## src/rtl/toggle_monitor_pkg.sv

```systemverilog
// Shared state encoding, default sizing and saturating arithmetic for toggle_monitor.
package toggle_monitor_pkg;

  typedef enum logic [1:0] {
    IDLE  = 2'd0,
    SYNC  = 2'd1,
    CHECK = 2'd2,
    FAULT = 2'd3
  } tm_state_e;

  localparam int unsigned CNT_W_DEF     = 16;
  localparam int unsigned ERR_W_DEF     = 8;
  localparam int unsigned ERR_LIMIT_DEF = 4;

  // Increment v, holding at the all-ones value of a w-bit field.
  function automatic logic [31:0] sat_inc(input logic [31:0] v, input int unsigned w);
    logic [31:0] max_v;
    max_v = (w >= 32) ? 32'hFFFF_FFFF : ((32'd1 << w) - 32'd1);
    return (v >= max_v) ? v : v + 32'd1;
  endfunction

endpackage

```

## src/rtl/toggle_monitor_edge_det.sv

```systemverilog
// Holds the previous sample of the monitored q and decodes rise/fall/any-edge strobes.
module toggle_edge_det (
  input  logic clk,
  input  logic reset,
  input  logic sample_en,
  input  logic d,
  output logic d_prev,
  output logic rise,
  output logic fall,
  output logic edge_any
);

  always_ff @(posedge clk) begin
    if (!reset) begin
      d_prev <= 1'b0;
    end else if (sample_en) begin
      d_prev <= d;
    end
  end

  assign rise     = d & ~d_prev;
  assign fall     = ~d & d_prev;
  assign edge_any = d ^ d_prev;

endmodule

```

## src/rtl/toggle_monitor.sv

```systemverilog
// Checks a T flip-flop against q_next = q ^ t, counts toggles/mismatches, latches a fault.
// Build option TOGGLE_MONITOR_EDGE_SPLIT_EN adds separate rise_cnt/fall_cnt outputs.
//
// state | meaning
// IDLE  | disabled or just cleared; waiting for en
// SYNC  | first sample captured, nothing to compare against yet
// CHECK | comparing every sample with the previous q ^ t
// FAULT | mismatch limit reached; frozen until clr or reset
module toggle_monitor
  import toggle_monitor_pkg::*;
#(
  parameter int unsigned CNT_W     = CNT_W_DEF,
  parameter int unsigned ERR_W     = ERR_W_DEF,
  parameter int unsigned ERR_LIMIT = ERR_LIMIT_DEF
) (
  input  logic             clk,
  input  logic             reset,
  input  logic             en,
  input  logic             clr,
  input  logic             q_in,
  input  logic             t_in,
  output logic             toggle_pulse,
  output logic             mismatch,
  output logic [CNT_W-1:0] toggle_cnt,
  output logic [ERR_W-1:0] err_cnt,
  output logic             fault,
  output logic [1:0]       state
`ifdef TOGGLE_MONITOR_EDGE_SPLIT_EN
  ,
  output logic [CNT_W-1:0] rise_cnt,
  output logic [CNT_W-1:0] fall_cnt
`endif
);

  tm_state_e  st_q, st_d;
  logic       sample_en;
  logic       q_prev, t_prev;
  logic       q_rise, q_fall, q_edge;
  logic       exp_q, mis_now, chk, hit_limit;
  logic [ERR_W-1:0] err_next;

  assign sample_en = en & ~clr & (st_q != FAULT);

  toggle_edge_det u_edge (
    .clk      (clk),
    .reset    (reset),
    .sample_en(sample_en),
    .d        (q_in),
    .d_prev   (q_prev),
    .rise     (q_rise),
    .fall     (q_fall),
    .edge_any (q_edge)
  );

  // The flop consumed t_prev on the edge we sampled it, so its effect shows now.
  assign exp_q     = q_prev ^ t_prev;
  assign mis_now   = (q_in !== exp_q);
  assign err_next  = ERR_W'(sat_inc(32'(err_cnt), ERR_W));
  assign hit_limit = (err_next == ERR_W'(ERR_LIMIT));

  always_comb begin
    st_d = st_q;
    chk  = 1'b0;
    case (st_q)
      IDLE:  if (en) st_d = SYNC;
      SYNC:  st_d = en ? CHECK : IDLE;
      CHECK: begin
        if (!en) begin
          st_d = IDLE;
        end else begin
          chk = 1'b1;
          if (mis_now && hit_limit) st_d = FAULT;
        end
      end
      FAULT: st_d = FAULT;
      default: st_d = IDLE;
    endcase
    if (clr) st_d = IDLE;
  end

  always_ff @(posedge clk) begin
    if (!reset) begin
      st_q         <= IDLE;
      t_prev       <= 1'b0;
      toggle_pulse <= 1'b0;
      mismatch     <= 1'b0;
      toggle_cnt   <= '0;
      err_cnt      <= '0;
      fault        <= 1'b0;
    end else if (clr) begin
      st_q         <= IDLE;
      toggle_pulse <= 1'b0;
      mismatch     <= 1'b0;
      toggle_cnt   <= '0;
      err_cnt      <= '0;
      fault        <= 1'b0;
    end else begin
      st_q         <= st_d;
      toggle_pulse <= chk & q_edge;
      mismatch     <= chk & mis_now;
      if (sample_en) t_prev <= t_in;
      if (chk && q_edge) toggle_cnt <= CNT_W'(sat_inc(32'(toggle_cnt), CNT_W));
      if (chk && mis_now) begin
        err_cnt <= err_next;
        if (hit_limit) fault <= 1'b1;
      end
    end
  end

  assign state = st_q;

`ifdef TOGGLE_MONITOR_EDGE_SPLIT_EN
  always_ff @(posedge clk) begin
    if (!reset || clr) begin
      rise_cnt <= '0;
      fall_cnt <= '0;
    end else if (chk) begin
      if (q_rise) rise_cnt <= CNT_W'(sat_inc(32'(rise_cnt), CNT_W));
      if (q_fall) fall_cnt <= CNT_W'(sat_inc(32'(fall_cnt), CNT_W));
    end
  end
`else
  logic unused_edges;
  assign unused_edges = q_rise ^ q_fall;
`endif

endmodule
```

## config.mk

```make
export PLATFORM = sky130hd
export DESIGN_NAME = toggle_monitor
export DESIGN_NICKNAME = d
export VERILOG_FILES = /design/src/rtl/toggle_monitor_pkg.sv /design/src/rtl/toggle_monitor_edge_det.sv /design/src/rtl/toggle_monitor.sv
export SDC_FILE = /design/constraint.sdc
export NUM_CORES = 1
export LEC_CHECK = 0
export BUFFER_PORTS_ARGS = -buffer_cell sky130_fd_sc_hd__buf_2
export CORE_MARGIN = 2
export CORE_UTILIZATION = 58
export CTS_CLUSTER_DIAMETER = 50
export DETAILED_ROUTE_END_ITERATION = 6
export GPL_TIMING_DRIVEN = 0
export PLACE_DENSITY_LB_ADDON = 0.15
export SLEW_MARGIN = 15
export SYNTH_ARGS = -nofsm -noshare
export SYNTH_HDL_FRONTEND = slang
export SYNTH_HIERARCHICAL = 1
export SYNTH_SLANG_ARGS = --single-unit
```

## constraint.sdc

```tcl
create_clock -name clk -period 3.9 [get_ports clk]
set_input_delay 0.585 -clock clk [delete_from_list [all_inputs] [get_ports clk]]
set_output_delay 0.585 -clock clk [all_outputs]
set_load 0.1 [all_outputs]
```

# After elaboration in Yosys (flattened, before gate mapping)

Index checks and enable logic that the tools add are counted.

Bits in registers: 31
Word-level logic and storage cells: 46
Output and inout port bits: 29
Bits of input ports: 6

Magnitude comparators: 2
Add/sub/neg operators: 2
Equal/unequal tests: 8
Reductions and logical operators: 9
Mux-type cells: 8
Bitwise operators: 9

Operators with widths:

| operator              | number |
|---|---|
| $add 16x1->16 const B | 1 |
| $ge 16x16->1 const B  | 1 |
| $add 8x1->8 const B   | 1 |
| $eq 8x3->1 const B    | 1 |
| $ge 8x8->1 const B    | 1 |
| $mux 2                | 4 |
| $mux 8                | 1 |
| $pmux 2 s4            | 1 |
| $reduce_and 2->1      | 4 |
| $and 1x1->1           | 4 |
| $eq 2x2->1 const B    | 2 |
| $ne 2x2->1 const B    | 2 |
| $logic_and 1x1->1     | 3 |
| $ne 3x3->1 const B    | 1 |
| $not 1->1             | 3 |
| $eq 2x1->1 const B    | 1 |
| $logic_not 2->1       | 1 |
| $mux 1                | 2 |
| $reduce_or 2->1       | 1 |
| $xor 1x1->1           | 2 |
| $nex 1x1->1           | 1 |

# Depth between registers and ports, before layout

Gate-level depths: netlist of the first run.

Word-level depth: 7
Gate-level depth with buffers: 9
Depth with buffers taken out: 7

# Hierarchy

The synthesis of the first run kept the hierarchy.

Modules (own cells, without submodules):

| module          | times used | seq. area each (µm²) | area an instance (µm²) | cells an instance |
|---|---|---|---|---|
| toggle_monitor  | 1          | 600.6                | 1,597.8                | 193 |
| toggle_edge_det | 1          | 20.0                 | 72.6                   | 8 |

# Least setup slack after synthesis of the first run

Ideal clock, no wire load.

Path kind: register to register
From: reg toggle_cnt[0]
To: reg toggle_cnt[6]
Path slack: 1,377 ps
Clock period less this slack: 2,523 ps
Cell stages (with the launch flop): 8
Path buffers: 2
Required time: 3,778 ps
Data arrival time: 2,401 ps
Setup time: 122 ps
Path through: dfxtp_1 ha_1 buf_1 nand2_1 nor4_1 buf_2 a21oi_1 mux2i_1

Cells in the longest elaborated chain, start to end: 3
Elaborated cells on any way between the ends: 4
Classes of those cells: add/sub (1); order compare (1); bitwise (1); reduce/logical (1)

Ends and longest elaborated chain:

| item                       | RTL line                 | RTL |
|---|---|---|
| from (decl)                | toggle_monitor.sv:24     | `output logic [CNT_W-1:0] toggle_cnt,` |
| from (signal assigned)     | toggle_monitor.sv:102    | `if (chk && q_edge) toggle_cnt <= CNT_W'(sat_inc(32'(toggle_cnt), CNT_W));` |
| $ge 16x16->1               | toggle_monitor_pkg.sv:19 | `return (v >= max_v) ? v : v + 32'd1;` |
| $not 1->1 (no line)        | -                        |  |
| $reduce_and 2->1 (no line) | -                        |  |

Several ways; a longest one is shown, not always the timed one.
A chain may end at the register's enable or synchronous reset.

# Worst setup path after layout of the first run

From: reg toggle_cnt[0]
To: reg toggle_cnt[5]

Same word-level chain as after synthesis.

==> impl_metrics.env, run 1 <==
export IMPL_antenna_found_initial=0
export IMPL_finalClockSkew_ps=9.69
export IMPL_fp_dieH_um=57.4
export IMPL_placed_cell_area_um2=1860
export IMPL_totalWireLength_um=3850
export IMPL_reg2regPathDepth=7
export IMPL_drt_wirelength_per_cell_um=14.3
export IMPL_fin_crit_sh_pct=55.9
export IMPL_row_count=19
export IMPL_netlist_instances=199
export IMPL_hold_violations=0
export IMPL_synthToLayoutAreaGrowth_pct=15.1
export IMPL_worstHoldPathType="reg2reg"
export IMPL_r2r_end="toggle_cnt[5]"
export IMPL_timing_rr_start="toggle_cnt[0]"
export IMPL_fp_dieW_um=57.4
export IMPL_dp_hpwl_um=2840
export IMPL_fin_util_pct=69.7
export IMPL_grt_setup_unrepaired="false"
export IMPL_clk_pin_slew_ps=80
export IMPL_final_cell_area_um2=1900
export IMPL_cts_max_level=2
export IMPL_clock_path_buffers=2
export IMPL_worstPathArrival_ps=2390
export IMPL_grt_pass1_wl_um=6270
export IMPL_cts_sinks=31
export IMPL_synth_fp_nets=208
export IMPL_fin_setup_tns_ps=0
export IMPL_ff2ff_setup_slack_ps=1720
export IMPL_cts_buffers=5
export IMPL_drive_gt1_share_pct=18.8
export IMPL_vdd_drop_max_mv=0.267
export IMPL_syn_cell_area_um2=1650
export IMPL_antenna_cells=0
export IMPL_slowest_delay_ps=520
export IMPL_die_area_um2=3290
export IMPL_globalplace_congestion=0.847
export IMPL_drt_iter0_drc=99
export IMPL_core_um2=2730
export IMPL_holdBufCountCts=0
export IMPL_avgSynthCellArea_um2=8.31
export IMPL_remaining_drc_errors=0
export IMPL_hold_start="fault"
export IMPL_grt_overflow=0
export IMPL_post_cts_buffers=0
export IMPL_cts_resized=0
export IMPL_grt_pass1_vias=1483
export IMPL_drv_cap=0
export IMPL_cts_tree="built"
export IMPL_intPower_mw=0.392
export IMPL_max_freq_mhz=459
export IMPL_final_nets=249
export IMPL_power_switching_mw=0.121
export IMPL_holdPathStages=2
export IMPL_io_pin_count=35
export IMPL_setup_viol_count_final=0
export IMPL_period_needed_ps=2180
export IMPL_clk_latency_ps=330
export IMPL_clockPowerShare_pct=32.1
export IMPL_cp_required_ps=4110
export IMPL_relSlewSlack_pct=36.3
export IMPL_outcome="completed"
export IMPL_start_kind="flop"
export IMPL_comb_power_share_pct=5.6
export IMPL_grt_use_total_pct=24.0
export IMPL_synth_warnings=6
export IMPL_hold_worst_slack_ps=437
export IMPL_p_leak_nw=0.715
export IMPL_worst_slew_pin_slew_ps=947
export IMPL_critPathCaptureType="flop"
export IMPL_pwr_share_seq_pct=62.3
export IMPL_grt_max_degree=11
export IMPL_finalMaxSlewViolations=0
export IMPL_hold_end="fault"
export IMPL_p_per_area_nw_per_um2=269
export IMPL_path_cells="ha_1 > buf_1 > nand2_1 > nor4_1 > buf_2 > a2111o_1 > o21ai_0"
export IMPL_ant_nets=0
export IMPL_critPathMaxFanout=10
export IMPL_port_buffer_count=34
export IMPL_critPathSlowestCell="nor4_1"
export IMPL_critPathKind="reg2reg"
export IMPL_vias=1694
export IMPL_vias_per_cell=6.27
export IMPL_start_util_pct=60.5
export IMPL_power_share_switching_pct=23.6
export IMPL_firstDrtPassIters=4
export IMPL_clockRootBuffer="clkbuf_4"
[sequential cells by signal, summed over array words and instances (netlist names)]
| name | flops |
|---|---|
| err_cnt | 8 |
| toggle_cnt | 16 |
| u_edge/d_prev | 1 |
| fault | 1 |
| mismatch | 1 |
| toggle_pulse | 1 |
| state | 2 |
| t_prev | 1 |
[critical path, delay by kind of cell, from the launching register on]
kind | cells | cell delay [ps]
DFF | 1 | 400
adders and majority gates | 1 | 160
buffers and inverters | 2 | 630
AOI/OAI and AO/OA | 2 | 240
and+or+nand+nor | 2 | 640
[worst max-delay path by stage]
stage	slack, ps	end	from	cells after the start
3_3_place_gp	1430	toggle_cnt[9]	q_in	10
6_report	1720	toggle_cnt[5]	toggle_cnt[0]	7
2_1_floorplan	1380	toggle_cnt[6]	toggle_cnt[0]	7
5_1_grt	1500	toggle_cnt[5]	toggle_cnt[0]	7
3_5_place_dp	1410	toggle_cnt[9]	q_in	10
4_1_cts	1740	toggle_cnt[9]	q_in	10
[power by group through the flow]
stage                     registers [mW]  clock network [mW]  logic, mW
after floorplan                    0.331                   0     0.0155
after global placement             0.327                   0     0.0280
after detailed placement           0.327                   0     0.0288
after CTS                          0.320               0.169     0.0288
after global routing               0.320               0.183     0.0313
final                              0.320               0.164     0.0288
[cell type report]
class	count	area (µm²)
Multi-Input combinational cell	156	985
Fill cell	234	830
Sequential cell	31	621
Timing Repair Buffer	34	170
Clock buffer	6	41.3
Tap cell	31	38.8
Buffer	9	37.5
Inverter	3	11.3
[routing by layer]
metal	vias up	track usage [%]	wire length, µm
met5	-	0	0
met4	0	12.0	48
met3	7	6.58	214
met2	53	40.1	1980
met1	794	28.1	1610
li1	840	-	-
[cells in the final DEF (no fill, tap or decap), types with 2 or more instances in the layout]
cell        n
clkbuf_4    5
nor3b_1     2
ha_1        3
nand3_1    11
mux2i_1     6
o2111ai_1   4
o21ai_0     7
nand2_1    22
nand2b_1    4
or3_1       4
o21a_1      2
or4_1      11
nor4_1      4
dfxtp_1    31
o31ai_1    10
a21oi_1    19
nor2b_1     4
nand4_1     5
clkbuf_1    6
inv_1       3
buf_2      37
nor3_1      6
and4_1      3
nor2_1     10
and3_1      2
[per-stage QoR]
step	power, mW	instances	setup WS [ps]
2_1_floorplan	0.347	199	1380
3_3_place_gp	0.355	264	1430
3_5_place_dp	0.356	264	1410
4_1_cts	0.517	270	1740
5_1_grt	0.534	270	1500
6_report	0.513	270	1720
No activity file was read; power rests on OpenSTA's default activity.
==> run 2: changes to the inputs <==
--- a/config.mk
+++ b/config.mk
@@ -7,7 +7,7 @@
 export LEC_CHECK = 0
 export BUFFER_PORTS_ARGS = -buffer_cell sky130_fd_sc_hd__buf_2
 export CORE_MARGIN = 2
-export CORE_UTILIZATION = 58
+export CORE_UTILIZATION = 48
 export CTS_CLUSTER_DIAMETER = 50
 export DETAILED_ROUTE_END_ITERATION = 6
 export GPL_TIMING_DRIVEN = 0
==> constraint.sdc (replaced) <==
create_clock -name clk -period 1.8 [get_ports clk]
set_input_delay 0.27 -clock clk [delete_from_list [all_inputs] [get_ports clk]]
set_output_delay 0.27 -clock clk [all_outputs]
set_load 0.1 [all_outputs]
==> impl_metrics.env, run 2 (synthesized netlist as in run 1, its figures left out) <==
export IMPL_outcome="complete, but fails checks"
export IMPL_violations="setup timing"
export IMPL_port_buffer_count=34
export IMPL_final_cell_area_um2=2280
export IMPL_cts_sinks=31
export IMPL_globalplace_congestion=0.794
export IMPL_fp_dieW_um=62.7
export IMPL_dpl_cell_count=279
export IMPL_layout_common_cells="36 x buf_2, 20 x dfxtp_4, 19 x nand2_1, 16 x a21oi_1, 13 x buf_4"
export IMPL_fin_crit_sh_pct=102
export IMPL_clk_pin_slew_ps=110
export IMPL_final_common_cell="buf_2"
export IMPL_vias=1771
export IMPL_drt_iter0_drc=145
export IMPL_totalWireLength_um=4530
export IMPL_dp_hpwl_um=2850
export IMPL_drive_gt1_share_pct=43.7
export IMPL_fin_ws_ps=-43.3
export IMPL_pre_cts_ws_ps=-257
export IMPL_ff2ff_setup_slack_ps=-40
export IMPL_die_area_um2=3930
export IMPL_cts_max_level=2
export IMPL_hold_violations=0
export IMPL_cts_tree="built"
export IMPL_synthToLayoutAreaGrowth_pct=37.7
export IMPL_grt_max_degree=11
export IMPL_stdcell_count=300
export IMPL_worstPathArrival_ps=2110
export IMPL_grt_pass1_vias=1550
export IMPL_start_kind="flop"
export IMPL_grt_use_total_pct=23.4
export IMPL_remaining_drc_errors=0
export IMPL_grt_setup_unrepaired="true"
export IMPL_finalClockSkew_ps=17.4
export IMPL_vdd_drop_max_mv=0.528
export IMPL_max_freq_mhz=543
export IMPL_firstDrtPassIters=5
export IMPL_critPathCaptureType="flop"
export IMPL_p_leak_nw=0.876
export IMPL_final_nets=262
export IMPL_p_per_area_nw_per_um2=522
export IMPL_critPathKind="reg2reg"
export IMPL_start_util_pct=50.0
export IMPL_grt_overflow=0
export IMPL_cp_required_ps=2070
export IMPL_drt_wirelength_per_cell_um=15.1
export IMPL_holdBufCountCts=0
export IMPL_vias_per_cell=5.90
export IMPL_fp_dieH_um=62.7
export IMPL_ant_nets=0
export IMPL_clock_path_buffers=2
export IMPL_grt_pass1_wl_um=7360
export IMPL_finalMaxSlewViolations=0
export IMPL_clockRootBuffer="clkbuf_4"
export IMPL_placed_cell_area_um2=2010
export IMPL_setup_viol_count_final=6
export IMPL_cts_buffers=5
export IMPL_clk_latency_ps=360
export IMPL_antenna_found_initial=0
export IMPL_io_pin_count=35
export IMPL_p_total_mw=1.19
export IMPL_drv_cap=0
export IMPL_largest_reg_flops=16
export IMPL_relSlewSlack_pct=61.8
export IMPL_critPathMaxFanout=6
export IMPL_worst_slew_pin_slew_ps=573
export IMPL_antenna_cells=0
export IMPL_period_needed_ps=1840
export IMPL_largest_register="toggle_cnt"
export IMPL_core_um2=3310
export IMPL_row_count=21
export IMPL_worstHoldPathType="in2reg"
[run 2: routing by layer]
layer | track usage [%] | vias up | routed length [µm]
met3 | 4.32 | 6 | 181
met5 | 0 | - | 0
met1 | 32.7 | 841 | 2180
li1 | - | 874 | -
met2 | 35.6 | 50 | 2100
met4 | 9.72 | 0 | 63
[run 2: what timing repair did]
item | CTS | global route
endpoints found under the setup margin | 13 | 19
gates cloned | 0 | 1
pin swaps | 5 | 7
setup buffers | 7 | 5
resized for setup | 10 | 15
[run 2: worst paths after layout]
check,endpoint,from,depth (start not counted)
min,u_edge/d_prev,reset,2
min reg2reg,fault,fault,2
max reg2reg,toggle_cnt[12],u_edge/d_prev,8
max,toggle_cnt[12],u_edge/d_prev,8
[run 2: worst max-delay path, cell delays in order (launching register included)]
cell	delay, ps
dfxtp_4	380
ha_4	210
inv_2	50
and4b_1	200
buf_6	120
nand2_4	50
buf_8	130
or4_4	470
a21oi_2	140
[run 2: layout make-up]
cell class / count / area (µm²)
plain buffers: 9 / 66.3
well taps: 46 / 57.6
clock buffers: 7 / 55.1
multi-input cells: 156 / 1110
inverters: 3 / 11.3
flip-flops and latches: 31 / 706
repair buffers: 47 / 265
clock inverters: 1 / 3.75
fillers: 297 / 1030
[run 2: power breakdown]
group	internal, mW	total [mW]	leakage (nW)	switching, mW
sequential	0.660	0.666	0.270	0.00521
combinational	0.0310	0.0787	0.573	0.0477
clock	0.187	0.444	0.0329	0.257
[run 2: through the flow]
step / hold slack [ps] / util, % / TNS [ps]
final: 166 / 68.8 / -107
after global placement: 428 / 60.8 / -1240
after detailed placement: 432 / 60.8 / -1620
after CTS: 167 / 65.6 / -215
after global routing: 183 / 68.8 / -691
after floorplan: 398 / - / 0
==> run 3: changes to the inputs <==
--- a/config.mk
+++ b/config.mk
@@ -5,9 +5,10 @@
 export SDC_FILE = /design/constraint.sdc
 export NUM_CORES = 1
 export LEC_CHECK = 0
+export ABC_AREA = 1
 export BUFFER_PORTS_ARGS = -buffer_cell sky130_fd_sc_hd__buf_2
 export CORE_MARGIN = 2
-export CORE_UTILIZATION = 48
+export CORE_UTILIZATION = 49
 export CTS_CLUSTER_DIAMETER = 50
 export DETAILED_ROUTE_END_ITERATION = 6
 export GPL_TIMING_DRIVEN = 0
==> impl_metrics.env, run 3 <==
export IMPL_cts_buffers=5
export IMPL_fin_setup_tns_ps=0
export IMPL_start_util_pct=50.8
export IMPL_firstDrtPassIters=7
export IMPL_fp_dieH_um=62.8
export IMPL_vdd_drop_max_mv=0.398
export IMPL_drive_gt1_share_pct=31.3
export IMPL_timing_rr_start="toggle_cnt[0]"
export IMPL_row_count=21
export IMPL_post_cts_buffers=0
export IMPL_grt_pass1_vias=1494
export IMPL_antenna_found_initial=0
export IMPL_vias_per_cell=4.98
export IMPL_hold_violations=0
export IMPL_port_buffer_count=34
export IMPL_fp_dieW_um=62.8
export IMPL_drv_cap=0
export IMPL_clock_path_buffers=2
export IMPL_reg2regPathDepth=9
export IMPL_dp_hpwl_um=2730
export IMPL_finalMaxSlewViolations=0
export IMPL_p_leak_nw=0.866
export IMPL_holdPathStages=3
export IMPL_fin_crit_sh_pct=89.3
export IMPL_io_pin_count=35
export IMPL_synthToLayoutAreaGrowth_pct=18.9
export IMPL_fin_util_pct=60.4
export IMPL_setup_viol_count_final=0
export IMPL_final_nets=296
export IMPL_ant_nets=0
export IMPL_hold_end="t_prev"
export IMPL_max_freq_mhz=622
export IMPL_grt_pass1_wl_um=6310
export IMPL_hold_start="t_in"
export IMPL_totalWireLength_um=3680
export IMPL_die_area_um2=3940
export IMPL_largest_register="toggle_cnt"
export IMPL_drt_iter0_drc=96
export IMPL_cts_tree="built"
export IMPL_clockRootBuffer="clkbuf_4"
export IMPL_globalplace_congestion=0.884
export IMPL_netlist_instances=246
export IMPL_layout_common_cells="54 x nand2_1, 34 x buf_2, 27 x nor2_1, 24 x inv_1, 22 x dfxtp_2"
export IMPL_grt_setup_unrepaired="false"
export IMPL_antenna_cells=0
export IMPL_drt_wirelength_per_cell_um=11.0
export IMPL_relSlewSlack_pct=63.7
export IMPL_cp_required_ps=2020
export IMPL_final_common_cell="nand2_1"
export IMPL_start_kind="flop"
export IMPL_period_needed_ps=1610
export IMPL_core_um2=3340
export IMPL_cts_resized=0
export IMPL_critPathKind="reg2reg"
export IMPL_p_per_area_nw_per_um2=565
export IMPL_syn_cell_area_um2=1690
export IMPL_critPathMaxFanout=10
export IMPL_worstPathArrival_ps=1830
export IMPL_holdBufCountCts=0
export IMPL_grt_overflow=0
export IMPL_critPathCaptureType="flop"
export IMPL_remaining_drc_errors=0
export IMPL_clk_pin_slew_ps=100
export IMPL_stdcell_count=334
export IMPL_grt_use_total_pct=19.8
export IMPL_finalClockSkew_ps=12.6
export IMPL_clk_latency_ps=320
export IMPL_synth_warnings=6
export IMPL_dpl_cell_count=326
export IMPL_cts_max_level=2
export IMPL_outcome="completed"
export IMPL_vias=1664
export IMPL_ff2ff_setup_slack_ps=190
export IMPL_grt_max_degree=11
export IMPL_r2r_end="toggle_cnt[7]"
export IMPL_cts_sinks=31
export IMPL_synth_fp_nets=255
export IMPL_avgSynthCellArea_um2=6.89
export IMPL_hold_worst_slack_ps=172
export IMPL_fill_cells=355
export IMPL_worstHoldPathType="in2reg"
export IMPL_largest_reg_flops=16
export IMPL_worst_slew_pin_slew_ps=544
run 3: worst max path at each step:
stage | from | end | slack (ps) | cells past startpoint
final | toggle_cnt[0] | toggle_cnt[7] | 190 | 9
after global routing | toggle_cnt[0] | toggle_cnt[5] | 40 | 9
after CTS | toggle_cnt[0] | toggle_cnt[7] | 200 | 9
after detailed placement | reset | err_cnt[7] | 110 | 6
after global placement | reset | err_cnt[7] | 180 | 6
after floorplan | toggle_cnt[1] | toggle_cnt[3] | 70 | 9
run 3: report_power, final:
group | internal [mW] | switching (mW) | total [mW]
logic | 0.0194 | 0.0470 | 0.0663
registers | 0.684 | 0.00359 | 0.687
clock network | 0.152 | 0.233 | 0.385
total | 0.855 | 0.284 | 1.14
run 3: cell type report:
| type | count | area, µm² | share of cell area, % |
|---|---|---|---|
| Clock inverter | 1 | 5.00 | 0.248 |
| Sequential cell | 31 | 663 | 32.9 |
| Inverter | 29 | 109 | 5.40 |
| Tap cell | 46 | 57.6 | 2.86 |
| Timing Repair Buffer | 34 | 170 | 8.45 |
| Buffer | 4 | 30.0 | 1.49 |
| Clock buffer | 7 | 45.0 | 2.24 |
| Multi-Input combinational cell | 182 | 935 | 46.4 |
run 3: per-layer routing:
layer	share of wire (%)	wire length [µm]	track usage, %	vias to the layer above
met3	4.4	162	5.05	2
met2	49	1820	36.0	41
li1	-	-	-	883
met4	0.43	16	6.94	0
met1	46	1690	22.4	738
met5	0	0	0	-
run 3: critical path: stages, from the launching register on:
cell and delay, ps:
dfxtp_4 380, ha_1 230, nand3_2 120, nor2_2 160, nand3_1 130, nand2_2 110, buf_6 140, nor2_1 70
o21ai_1 110, a21oi_1 50
run 3: metrics by stage:
step,area [µm²],total power [mW],setup slack [ps]
global route,2010,1.20,43.9
CTS,2010,1.16,195
detailed placement,1960,0.771,108
floorplan,1740,0.752,67.2
finish,2010,1.14,192
global placement,1960,0.769,175
